==> config.mk <==
export PLATFORM = sky130hd
export DESIGN_NAME = panel_ctrl_flat
export DESIGN_NICKNAME = d
export VERILOG_FILES = /design/src/rtl/panel_ctrl_if.sv /design/src/rtl/panel_ctrl.sv /design/src/flat_wrapper.sv
export SDC_FILE = /design/constraint.sdc
export NUM_CORES = 1
export LEC_CHECK = 0
export ABC_AREA = 0
export CELL_PAD_IN_SITES_DETAIL_PLACEMENT = 1
export CELL_PAD_IN_SITES_GLOBAL_PLACEMENT = 1
export CORE_MARGIN = 2
export CORE_UTILIZATION = 42
export CTS_BUF_LIST = sky130_fd_sc_hd__clkbuf_16
export DETAILED_ROUTE_END_ITERATION = 16
export GPL_TIMING_DRIVEN = 1
export PLACE_DENSITY = 0.86
export SETUP_SLACK_MARGIN = 0.2
export SYNTH_ARGS = -nofsm -noshare
export SYNTH_HDL_FRONTEND = slang
export SYNTH_SLANG_ARGS = --single-unit
==> constraint.sdc <==
create_clock -name clk -period 3.7 [get_ports clk]
set_input_delay 0.925 -clock clk [delete_from_list [all_inputs] [get_ports clk]]
set_output_delay 0.925 -clock clk [all_outputs]
set_load 0.02 [all_outputs]
==> src/rtl/panel_ctrl_if.sv <==
// rtl/panel_ctrl_if.sv - core request port and main-memory rw port seen by panel_ctrl
interface panel_ctrl_if #(
    parameter int ADDR_W = 8,
    parameter int DATA_W = 16
);
    logic              core_val_i;
    logic              core_wen_i;
    logic [ADDR_W-1:0] core_addr_i;
    logic [DATA_W-1:0] core_wdata_i;
    logic              core_rdy_o;
    logic [DATA_W-1:0] core_rdata_o;
    logic              mem_val_o;
    logic              mem_wen_o;
    logic [ADDR_W-1:0] mem_addr_o;
    logic [DATA_W-1:0] mem_wdata_o;
    logic [DATA_W-1:0] mem_rdata_i;
    logic              mem_rdy_i;

    modport master (
        input  core_val_i, core_wen_i, core_addr_i, core_wdata_i, mem_rdata_i, mem_rdy_i,
        output core_rdy_o, core_rdata_o, mem_val_o, mem_wen_o, mem_addr_o, mem_wdata_o
    );

    modport slave (
        output core_val_i, core_wen_i, core_addr_i, core_wdata_i, mem_rdata_i, mem_rdy_i,
        input  core_rdy_o, core_rdata_o, mem_val_o, mem_wen_o, mem_addr_o, mem_wdata_o
    );
endinterface

==> src/rtl/panel_ctrl.sv <==
// rtl/panel_ctrl.sv - front-panel sequencer, button debounce and memory port arbiter
module panel_ctrl #(
    parameter int DEBOUNCE_CYCLES = 50000,
    parameter int ADDR_W          = 8,
    parameter int DATA_W          = 16
) (
    input  logic              clk,
    input  logic              rst_n,
    input  logic              btn_load_i,
    input  logic              btn_look_i,
    input  logic              btn_step_i,
    input  logic              btn_run_i,
    input  logic              btn_stop_i,
    input  logic [ADDR_W-1:0] sw_addr_i,
    input  logic [DATA_W-1:0] sw_data_i,
    panel_ctrl_if.master      bus,
    output logic              cpu_exec_o,
    input  logic              instr_done_i,
    input  logic [DATA_W-1:0] instr_data_i,
    input  logic              halt_i,
    output logic              pc_wen_o,
    output logic [ADDR_W-1:0] pc_o,
    output logic              running_o,
    output logic [ADDR_W-1:0] disp_addr_o,
    output logic [DATA_W-1:0] disp_data_o,
    output logic              led_ready_o
);
    localparam int CW     = $clog2(DEBOUNCE_CYCLES + 1);
    localparam int B_LOAD = 0;
    localparam int B_LOOK = 1;
    localparam int B_STEP = 2;
    localparam int B_RUN  = 3;
    localparam int B_STOP = 4;

    typedef enum logic [2:0] {IDLE, PANEL, STEP, RUN, STOPPING} state_t;

    state_t            state, next;
    logic [4:0]        raw, sync1, sync2, deb, press;
    logic [CW-1:0]     cnt [5];
    logic              op_wr, step_first;
    logic [ADDR_W-1:0] lat_addr;
    logic [DATA_W-1:0] lat_data;
    logic              running, exec;
    logic              m_val, m_wen;
    logic [ADDR_W-1:0] m_addr;
    logic [DATA_W-1:0] m_wdata;

    assign raw = {btn_stop_i, btn_run_i, btn_step_i, btn_look_i, btn_load_i};

    // Any sample agreeing with the debounced level restarts the count.
    always_ff @(posedge clk or negedge rst_n) begin
        if (!rst_n) begin
            sync1 <= '0;
            sync2 <= '0;
            deb   <= '0;
            press <= '0;
            for (int i = 0; i < 5; i++) cnt[i] <= '0;
        end else begin
            sync1 <= raw;
            sync2 <= sync1;
            for (int i = 0; i < 5; i++) begin
                press[i] <= 1'b0;
                if (sync2[i] == deb[i]) begin
                    cnt[i] <= '0;
                end else if (cnt[i] == CW'(DEBOUNCE_CYCLES - 1)) begin
                    cnt[i]   <= '0;
                    deb[i]   <= sync2[i];
                    press[i] <= sync2[i];
                end else begin
                    cnt[i] <= cnt[i] + CW'(1);
                end
            end
        end
    end

    always_ff @(posedge clk or negedge rst_n) begin
        if (!rst_n) state <= IDLE;
        else        state <= next;
    end

    always_comb begin
        next = state;
        case (state)
            IDLE: begin
                if (press[B_STOP])                      next = IDLE;
                else if (press[B_RUN])                  next = RUN;
                else if (press[B_STEP])                 next = STEP;
                else if (press[B_LOAD] || press[B_LOOK]) next = PANEL;
            end
            PANEL:    if (bus.mem_rdy_i) next = IDLE;
            STEP:     if (instr_done_i)  next = IDLE;
            RUN: begin
                if (instr_done_i && halt_i) next = IDLE;
                else if (press[B_STOP])     next = STOPPING;
            end
            STOPPING: if (instr_done_i)  next = IDLE;
            default:  next = IDLE;
        endcase
    end

    always_comb begin
        running = (state == STEP) || (state == RUN) || (state == STOPPING);
        exec    = (state == RUN) || ((state == STEP) && step_first);
        m_val   = 1'b0;
        m_wen   = 1'b0;
        m_addr  = '0;
        m_wdata = '0;
        if (running) begin
            m_val   = bus.core_val_i;
            m_wen   = bus.core_wen_i;
            m_addr  = bus.core_addr_i;
            m_wdata = bus.core_wdata_i;
        end else if (state == PANEL) begin
            m_val   = 1'b1;
            m_wen   = op_wr;
            m_addr  = lat_addr;
            m_wdata = lat_data;
        end
    end

    assign bus.mem_val_o    = m_val;
    assign bus.mem_wen_o    = m_wen;
    assign bus.mem_addr_o   = m_addr;
    assign bus.mem_wdata_o  = m_wdata;
    assign bus.core_rdy_o   = running && bus.mem_rdy_i;
    assign bus.core_rdata_o = bus.mem_rdata_i;
    assign running_o        = running;
    assign cpu_exec_o       = exec;
    assign led_ready_o      = (state == IDLE);

    // A retiring instruction overrides the panel display update.
    always_ff @(posedge clk or negedge rst_n) begin
        if (!rst_n) begin
            op_wr       <= 1'b0;
            lat_addr    <= '0;
            lat_data    <= '0;
            disp_addr_o <= '0;
            disp_data_o <= '0;
            pc_o        <= '0;
            pc_wen_o    <= 1'b0;
            step_first  <= 1'b0;
        end else begin
            pc_wen_o   <= 1'b0;
            step_first <= (state == IDLE) && (next == STEP);
            if ((state == IDLE) && (next == PANEL)) begin
                op_wr    <= press[B_LOAD];
                lat_addr <= sw_addr_i;
                lat_data <= sw_data_i;
            end
            if ((state == PANEL) && bus.mem_rdy_i) begin
                disp_addr_o <= lat_addr;
                disp_data_o <= op_wr ? lat_data : bus.mem_rdata_i;
                pc_o        <= lat_addr;
                pc_wen_o    <= 1'b1;
            end
            if (instr_done_i) disp_data_o <= instr_data_i;
        end
    end
endmodule

==> src/flat_wrapper.sv <==
// flat-port wrapper written by rule: the top's interface ports become plain ports
module panel_ctrl_flat 
#(
    parameter int DEBOUNCE_CYCLES = 50000,
    parameter int ADDR_W          = 8,
    parameter int DATA_W          = 16
)
  (clk, rst_n, btn_load_i, btn_look_i, btn_step_i, btn_run_i, btn_stop_i, sw_addr_i, sw_data_i, cpu_exec_o, instr_done_i, instr_data_i, halt_i, pc_wen_o, pc_o, running_o, disp_addr_o, disp_data_o, led_ready_o, bus_core_val_i, bus_core_wen_i, bus_core_addr_i, bus_core_wdata_i, bus_mem_rdata_i, bus_mem_rdy_i, bus_core_rdy_o, bus_core_rdata_o, bus_mem_val_o, bus_mem_wen_o, bus_mem_addr_o, bus_mem_wdata_o);
  panel_ctrl_if #(.ADDR_W(ADDR_W), .DATA_W(DATA_W)) bus_i ();
  input  logic clk;
  input  logic rst_n;
  input  logic btn_load_i;
  input  logic btn_look_i;
  input  logic btn_step_i;
  input  logic btn_run_i;
  input  logic btn_stop_i;
  input  logic [ADDR_W-1:0] sw_addr_i;
  input  logic [DATA_W-1:0] sw_data_i;
  output logic cpu_exec_o;
  input  logic instr_done_i;
  input  logic [DATA_W-1:0] instr_data_i;
  input  logic halt_i;
  output logic pc_wen_o;
  output logic [ADDR_W-1:0] pc_o;
  output logic running_o;
  output logic [ADDR_W-1:0] disp_addr_o;
  output logic [DATA_W-1:0] disp_data_o;
  output logic led_ready_o;
  input wire logic [$bits(bus_i.core_val_i)-1:0] bus_core_val_i;
  input wire logic [$bits(bus_i.core_wen_i)-1:0] bus_core_wen_i;
  input wire logic [$bits(bus_i.core_addr_i)-1:0] bus_core_addr_i;
  input wire logic [$bits(bus_i.core_wdata_i)-1:0] bus_core_wdata_i;
  input wire logic [$bits(bus_i.mem_rdata_i)-1:0] bus_mem_rdata_i;
  input wire logic [$bits(bus_i.mem_rdy_i)-1:0] bus_mem_rdy_i;
  output wire logic [$bits(bus_i.core_rdy_o)-1:0] bus_core_rdy_o;
  output wire logic [$bits(bus_i.core_rdata_o)-1:0] bus_core_rdata_o;
  output wire logic [$bits(bus_i.mem_val_o)-1:0] bus_mem_val_o;
  output wire logic [$bits(bus_i.mem_wen_o)-1:0] bus_mem_wen_o;
  output wire logic [$bits(bus_i.mem_addr_o)-1:0] bus_mem_addr_o;
  output wire logic [$bits(bus_i.mem_wdata_o)-1:0] bus_mem_wdata_o;
  assign bus_i.core_val_i = bus_core_val_i;
  assign bus_i.core_wen_i = bus_core_wen_i;
  assign bus_i.core_addr_i = bus_core_addr_i;
  assign bus_i.core_wdata_i = bus_core_wdata_i;
  assign bus_i.mem_rdata_i = bus_mem_rdata_i;
  assign bus_i.mem_rdy_i = bus_mem_rdy_i;
  assign bus_core_rdy_o = bus_i.core_rdy_o;
  assign bus_core_rdata_o = bus_i.core_rdata_o;
  assign bus_mem_val_o = bus_i.mem_val_o;
  assign bus_mem_wen_o = bus_i.mem_wen_o;
  assign bus_mem_addr_o = bus_i.mem_addr_o;
  assign bus_mem_wdata_o = bus_i.mem_wdata_o;
  panel_ctrl #(.DEBOUNCE_CYCLES(DEBOUNCE_CYCLES), .ADDR_W(ADDR_W), .DATA_W(DATA_W)) u_core (.clk(clk), .rst_n(rst_n), .btn_load_i(btn_load_i), .btn_look_i(btn_look_i), .btn_step_i(btn_step_i), .btn_run_i(btn_run_i), .btn_stop_i(btn_stop_i), .sw_addr_i(sw_addr_i), .sw_data_i(sw_data_i), .bus(bus_i), .cpu_exec_o(cpu_exec_o), .instr_done_i(instr_done_i), .instr_data_i(instr_data_i), .halt_i(halt_i), .pc_wen_o(pc_wen_o), .pc_o(pc_o), .running_o(running_o), .disp_addr_o(disp_addr_o), .disp_data_o(disp_data_o), .led_ready_o(led_ready_o));
endmodule
==> qor.yml <==
synth_area_sq_mm: 0.00742
worst_pin_slew_ns: 0.829
wl_per_cell_um: 20.7
cts_tree: "built"
nNetsFinal: 937
synth.mux.area_fraction_pct: 8.99
timing.final.max_slew_violations: 0
grt.overflow.total: 0
hold_violations: 0
io_pins: 171
finalNonFillerCells: 1080
placed_cells: 1046
chipHeight_um: 137
grt_pass1_vias: 6350
crit_arrival_ns: 2.46
path_clk_slew_ns: 0.06
first_iter_violations: 261
post-route-util_pct: 57.0
post-route-drc-count: 0
clk_latency_ns: 0.44
syn_nets: 783
vias: 5938
period_share_pct: 91.4
place_hpwl_mm: 15.0
setup_tns_ns: 0
drt-vias-per-instance: 5.50
crit_fanout: 21
die_area_sq_mm: 0.0187
met3WireLength_mm: 1.22
yosys-top-cells-count: "dfrtp_1, nor2_1, xnor2_1"
ys_types: 45
synth_compound_area_share_pct: 6.21
hold_path.class: "reg2reg"
ff_latch_area_sq_mm: 0.00385
async_reset_ff_share_pct: 100
row_count: 48
synth_top_area_cell: "dfrtp_1"
totalWireLength_mm: 22.3
grt_max_degree: 67
critPathLaunch: "u_core.state[1]"
r2r_cells: 5
postRouteAntennaNets: 0
grt_pass1_wl_mm: 35.0
timing.rr.start: "u_core.state[1]"
nFillCells: 1843
start_util_pct: 42.9
die_x_um: 137
yosysWarnings: 0
place_congestion: 0.784
maxSlewHeadroom_pct: 44.5
numCtsBuffers: 17
avgSynthCellArea_sq_um: 10.8
multi_input_area_sq_mm: 0.00324
rsz0062_at_grt: "no"
finalClockSkew_ns: 0.0108
required_ns: 2.77
peakVddDrop_mv: 0.388
synth_top_family_by_area: "simple AND/OR/NAND/NOR gates"
reg2reg_to: "u_core.lat_addr[2]"
setup_violations: 0
ys_top_cells_by_area: "dfrtp_1, xnor2_1, nor2_1"
htree_levels: 4
wl_met2_mm: 11.7
start_kind: "flop"
yosys.area_share.adder_pct: 0.843
cts-resized-gates: 2
synth_edf_count: 0
crit_path_end: "bus_mem_addr_o[2]"
synthSimpleGateAreaFrac_pct: 18.6
timing_worst_setup_path_type: "reg2out"
cts-hold-fix-buffers: 0
endpoint_kind: "output pin"
antenna_found_initial: 2
top_layer_used: "met4"
drt_first_pass_iters: 4
cts_sinks: 154
io_buffers: 170
syn_to_final_growth_pct: 32.9
synth_ff_type: "dfrtp_1"
synth-xor-area-share_pct: 8.74
fmax_ghz: 0.296
root_buffer: "clkbuf_16"
drive_gt1_share_pct: 10.7
yosysSeqAreaShare_pct: 52.0
synth_top_area_share_pct: 52.0
reg2reg_slack_ns: 1.50
core_sq_mm: 0.0173
post_cts_buffers: 0
period_needed_ns: 3.38
status: "finished, final reports clean"
yosysMostFrequentCell: "dfrtp_1"
ys_ff_latch: 154
power_density_mw_per_mm2: 594
cap_violations: 0
m1WireLength_mm: 8.90
p_leak_nw: 3.97
clockBufferDepth: 2
track_usage_pct: 24.6
syn_inst: 686
per-layer routing:
| metal | up-vias | global-route usage, % |
|---|---|---|
| met5 | - | 0 |
| met4 | 0 | 9.85 |
| met3 | 41 | 4.78 |
| met2 | 191 | 44.2 |
| met1 | 3012 | 28.7 |
| li1 | 2694 | - |
worst min-delay path by stage:
stage / startpoint / end / slack [ns] / cells past startpoint
after floorplan: u_core.sync1[0] / u_core.sync2[0] / 0.33 / 0
after global placement: u_core.sync1[4] / u_core.sync2[4] / 0.33 / 0
after detailed placement: u_core.sync1[4] / u_core.sync2[4] / 0.34 / 0
after CTS: u_core.sync1[4] / u_core.sync2[4] / 0.35 / 0
after global routing: u_core.sync1[4] / u_core.sync2[4] / 0.36 / 0
final: u_core.sync1[4] / u_core.sync2[4] / 0.35 / 0
state kept, by name (all words and copies together), names as in the netlist:
signal              cells
u_core.press            5
u_core.deb              5
u_core.step_first       1
u_core.sync2            5
u_core.pc_wen_o         1
u_core.sync1            5
u_core.lat_addr         8
u_core.state            3
u_core.disp_data_o     16
u_core.lat_data        16
u_core.pc_o             8
u_core.cnt             80
u_core.op_wr            1
cell usage in the layout, fill, tap and decap left out, types with 3 or more instances in the layout:
master             n
mux2_2            17
nor4bb_1           8
mux2_4            21
nor2_1            90
nor4_1            20
nand3_1           29
bufinv_16          3
inv_6              4
dfrtp_1          154
nor3b_1            6
buf_4              8
and3_1             8
xnor2_1           60
inv_1             18
nor4b_1            4
nand2_1           50
nand4_1           20
a22o_1            25
ha_1               5
xor2_1            14
clkdlybuf4s50_1  168
o21ai_0           32
mux2i_1           16
clkbuf_16         17
nor3_1            21
worst max-delay path, cell delays in order, from the launching register on:
cell,delay (ns)
dfrtp_1,0.51
nor2_1,0.18
nand2_1,0.11
nand2_2,0.19
buf_6,0.23
a22o_1,0.18
clkdlybuf4s50_1,0.60
final cells by class:
class / count / area share [%]
repair buffers: 181 / 18.4
flip-flops and latches: 154 / 39.1
multi-input cells: 469 / 32.9
clock buffers: 17 / 4.32
diodes: 2 / 0.0508
clock inverters: 15 / 1.76
well taps: 225 / 2.86
inverters: 17 / 0.647
power breakdown:
part	internal (mW)	leakage, nW	switching [mW]
combinational	1.01	1.66	0.890
sequential	1.93	2.01	0.251
clock	1.06	0.291	0.718
total	4.00	3.97	1.86
cell families (layout without fill, tap and decap cells):
logic type | count (synthesis) | count (layout)
and+or+nand+nor | 271 | 271
AOI/OAI and AO/OA | 65 | 65
DFF | 154 | 154
xor gates and xnor gates | 74 | 74
buffers and inverters | 63 | 230
muxes | 54 | 54
adders and majority gates | 5 | 5
other | 0 | 2
stage by stage:
stage | instance area, sq um | worst slack, ns | hold WS (ns) | power (mW)
global route | 9860 | 0.216 | 0.356 | 6.08
floorplan | 7420 | 1.21 | 0.331 | 3.24
CTS | 9850 | 0.236 | 0.350 | 5.90
detailed placement | 9250 | 0.524 | 0.336 | 4.09
finish | 9860 | 0.320 | 0.348 | 5.86
global placement | 9250 | 0.532 | 0.335 | 4.01
No activity file was read; power rests on OpenSTA's default activity.
